`src/rtl/scan_sel_gen.sv`:
```
// scan_sel_gen: select-code generator feeding a 3-to-8 one-hot decoder.
// The code advances either on a prescaler tick (auto scan) or on a
// synchronised push-button edge (single step) and wraps after last_sel.

module scan_sel_gen #(
    parameter int DIV   = 4,
    parameter int CNT_W = 16
) (
    input  logic       clk,
    input  logic       rst,
    input  logic       en,
    input  logic       mode,
    input  logic       step_btn,
    input  logic [2:0] last_sel,
    output logic [2:0] sel,
    output logic       adv,
    output logic       wrap
);

    localparam logic [CNT_W-1:0] TERM = CNT_W'(DIV - 1);

    logic             s1_q, s1_d;
    logic             s2_q, s2_d;
    logic             s3_q, s3_d;
    logic [CNT_W-1:0] cnt_q, cnt_d;
    logic [2:0]       sel_q, sel_d;
    logic             adv_q, adv_d;
    logic             wrap_q, wrap_d;

    logic             step_pulse;
    logic             tick;
    logic             adv_req;

    // Next-state logic: button synchroniser, prescaler and select advance.
    always_comb begin
        s1_d   = step_btn;
        s2_d   = s1_q;
        s3_d   = s2_q;
        cnt_d  = cnt_q;
        sel_d  = sel_q;
        adv_d  = 1'b0;
        wrap_d = 1'b0;

        step_pulse = s2_q & ~s3_q;
        tick       = (cnt_q == TERM);
        adv_req    = en & ((~mode & tick) | (mode & step_pulse));

        // Prescaler parks at zero in single-step mode so auto scan restarts
        // a full period after switching back; en=0 freezes it entirely.
        if (en) begin
            if (mode) begin
                cnt_d = '0;
            end else if (tick) begin
                cnt_d = '0;
            end else begin
                cnt_d = cnt_q + CNT_W'(1);
            end
        end

        // The >= compare also recovers when last_sel drops below sel.
        if (adv_req) begin
            adv_d = 1'b1;
            if (sel_q >= last_sel) begin
                sel_d  = 3'd0;
                wrap_d = 1'b1;
            end else begin
                sel_d  = sel_q + 3'd1;
            end
        end
    end

    // State registers with asynchronous clear.
    always_ff @(posedge clk or posedge rst) begin
        if (rst) begin
            s1_q   <= 1'b0;
            s2_q   <= 1'b0;
            s3_q   <= 1'b0;
            cnt_q  <= '0;
            sel_q  <= 3'd0;
            adv_q  <= 1'b0;
            wrap_q <= 1'b0;
        end else begin
            s1_q   <= s1_d;
            s2_q   <= s2_d;
            s3_q   <= s3_d;
            cnt_q  <= cnt_d;
            sel_q  <= sel_d;
            adv_q  <= adv_d;
            wrap_q <= wrap_d;
        end
    end

    assign sel  = sel_q;
    assign adv  = adv_q;
    assign wrap = wrap_q;

endmodule

```
`config.mk`:
```
export PLATFORM = sky130hd
export DESIGN_NAME = scan_sel_gen
export DESIGN_NICKNAME = d
export VERILOG_FILES = /design/src/rtl/scan_sel_gen.sv
export SDC_FILE = /design/constraint.sdc
export NUM_CORES = 1
export LEC_CHECK = 0
export ABC_AREA = 1
export CELL_PAD_IN_SITES_DETAIL_PLACEMENT = 0
export CELL_PAD_IN_SITES_GLOBAL_PLACEMENT = 2
export CORE_MARGIN = 8
export CORE_UTILIZATION = 30
export CTS_BUF_LIST = sky130_fd_sc_hd__clkbuf_4 sky130_fd_sc_hd__clkbuf_8
export CTS_CLUSTER_DIAMETER = 30
export CTS_CLUSTER_SIZE = 24
export DETAILED_ROUTE_END_ITERATION = 8
export PLACE_DENSITY = 0.75
export RECOVER_POWER = 50
export SETUP_SLACK_MARGIN = 0.05
export SLEW_MARGIN = 0
export SYNTH_ARGS = -nofsm -noshare
export SYNTH_HDL_FRONTEND = slang
export SYNTH_SLANG_ARGS = --single-unit
```
`constraint.sdc`:
```
create_clock -name clk -period 1.3 [get_ports clk]
set_input_delay 0.195 -clock clk [delete_from_list [all_inputs] [get_ports clk]]
set_output_delay 0.195 -clock clk [all_outputs]
set_load 0.02 [all_outputs]
```
==> reports/qor.yml <==
outcome:
  status: "finished, violations left"
  failed_checks: "setup timing"
worst_setup_path:
  crit_type: "register to register"
  crit_required_ps: 1470
  critPathCaptureType: "register"
  worstPathMaxFanout: 4
  start_kind: "register"
  critPathArrivalTime_ps: 1580
timing:
  worst_pin_slew_ps: 621
  period_needed_ps: 1420
  layout_setup_ws_ps: -120
  skew_ps: 4.17
  tns_ps: -1340
  min_period_over_period_pct: 109
  maxSlewViolCount: 0
  setup_viol: 17
  final-hold-violation-count: 0
  relSlewSlack_pct: 58.6
  rsz0062_at_grt: "yes"
  maxClockFrequency_mhz: 704
pwr:
  peakVddDrop_mv: 0.563
  power_density_nw_per_um2: 1080
  total_power_uw: 2120
  p_leak_uw: 0.000972
drt:
  first_pass_iters: 4
  finalWirelength_um: 3540
  drc_errors: 0
  wl_per_cell_um: 12.4
  antenna_left: 0
  drtIter0Drc: 57
  num_vias: 1272
  routed_via_density: 4.45
clock_tree:
  htree_levels: 1
  postCtsHoldBufs: 0
  cts.sinks: 24
  clock_latency_ps: 270
  cts_buffer_depth: 2
  root_buffer: "clkbuf_8"
  clk_pin_slew_ps: 90
  cts_tree: "yes"
  cts_inserted_buffers: 3
final_layout:
  layout_common_cells: "nand2_1 (43), buf_4 (31), nor2_1 (28), inv_1 (22), dfrtp_1 (22)"
  layout.nets: 248
  fin_area_um2: 1960
  layout.cells.most_common: "nand2_1"
  fillers: 439
  drive_above_1_share_pct: 30.3
  syn_to_final_growth_pct: 44.2
  insertedDiodeCount: 0
place:
  post-dp-hpwl_um: 2630
  placed_area_um2: 1770
  port_buffers: 12
  pre_cts_ws_ps: -334
  place.gp.congestion: 0.774
global_routing:
  grt.total_usage_pct: 10.1
  grt_max_degree: 25
  grt_pass1_wl_um: 5890
  grt_overflow: 0
  antenna_found_initial: 0
  first_global_vias: 1221
synth:
  synth_top_cell_area_share_pct: 44.3
  yosys_warnings: 0
  synthCells: 185
  ys_seq_area_share_pct: 44.3
  synth_area_leaders: "dfrtp_1 (44%), nand2_1 (13%), nor2_1 (9.7%), inv_1 (6.6%), nand3_1 (5.9%)"
  synth-seq-cells: 24
  yosysTopAreaCell: "dfrtp_1"
  syn_avg_cell_area_um2: 7.33
  post_synth_num_cell_types: 20
  synthesis.area_um2: 1360
  synth_nets: 198
run:
  drv_cap: 0
die:
  rows: 24
  initial_core_util_pct: 31.1
  ios: 13
  die_h_um: 83.2
  core_area_um2: 4350
  die_x_um: 83.2
  dieArea_um2: 6930
min_path:
  min_path_type: "register to register"
==> cells in the mapped netlist <==
cell type,n
a21oi_1,4
buf_2,1
dfrtp_1,24
ha_1,5
inv_1,24
inv_2,2
nand2_1,48
nand2_2,4
nand3_1,16
nand3b_1,1
nand4_1,5
nor2_1,35
nor2_2,2
nor2_4,1
nor3_1,1
o21ai_0,3
o21ai_1,1
o21bai_1,3
xnor2_1,2
xor2_1,3
==> metal layers <==
metal  share of wire [%]  global-route usage (%)  vias up
met5                   0                       0        -
met4                0.54                    2.40        0
met3                 3.6                    2.15        2
met2                  47                    15.4       17
met1                  49                    14.0      578
li1                    -                       -      675
==> what timing repair did <==
item,in CTS,in global routing
gates cloned,1,0
setup endpoints to repair,24,24
endpoints found under the hold margin,0,0
setup buffers,3,2
pin swaps,5,5
gates resized for setup,25,15
==> sequential cells by signal (all words and copies together) (netlist names) <==
register,count
s1_q,1
s2_q,1
s3_q,1
adv,1
cnt_q,16
wrap,1
sel,3
==> power breakdown <==
group          switching [µW]  internal, µW
Combinational             328           256
Sequential               62.4           808
Clock                     254           412
Total                     645          1480
==> critical path: stages (launching register included) <==
cell	delay [ps]
dfrtp_1	360
ha_2	210
inv_2	30
nor2_1	70
nand2_1	70
nor2_2	110
nand2_2	100
nand2_4	120
nand2_8	80
clkinvlp_4	120
nor2_1	50
==> logic make-up (layout without fill, tap and decap cells) <==
logic type                 after synthesis  in the layout  share of synthesized area, %
and+or+nand+nor                        113            113                          35.7
buffers and inverters                   27             76                          7.56
DFF                                     24             24                          44.3
AOI/OAI and AO/OA                       11             11                          4.61
adders and majority gates                5              5                          4.61
xor gates and xnor gates                 5              5                          3.23
==> area by class of cell <==
| class | count | area [µm²] | area share (%) |
|---|---|---|---|
| multi-input cells | 134 | 757 | 38.7 |
| flip-flops and latches | 24 | 603 | 30.8 |
| inverters | 26 | 100 | 5.12 |
| well taps | 52 | 65.1 | 3.33 |
| repair buffers | 45 | 352 | 18.0 |
| clock buffers | 3 | 41.3 | 2.11 |
| clock inverters | 1 | 30.0 | 1.54 |
| repair inverters | 1 | 7.51 | 0.384 |
==> through the flow <==
step	hold WS [ps]	utilization, %	instances
floorplan	210	-	185
global placement	341	40.5	276
detailed placement	337	40.5	276
CTS	283	44.0	284
global route	378	44.9	286
finish	363	44.9	286
==> final timing paths <==
path | from | end | slack [ps] | cells after the start
max in group asynchronous | rst | sel[2] | 340 | 3
setup / recovery | cnt_q[1] | cnt_q[4] | -120 | 10
hold / removal | s1_q | s2_q | 360 | 0
setup reg to reg | cnt_q[1] | cnt_q[4] | -120 | 10
hold reg to reg | s1_q | s2_q | 360 | 0
min in group asynchronous | rst | cnt_q[5] | 510 | 3
Power figures use the tool's default switching activity.
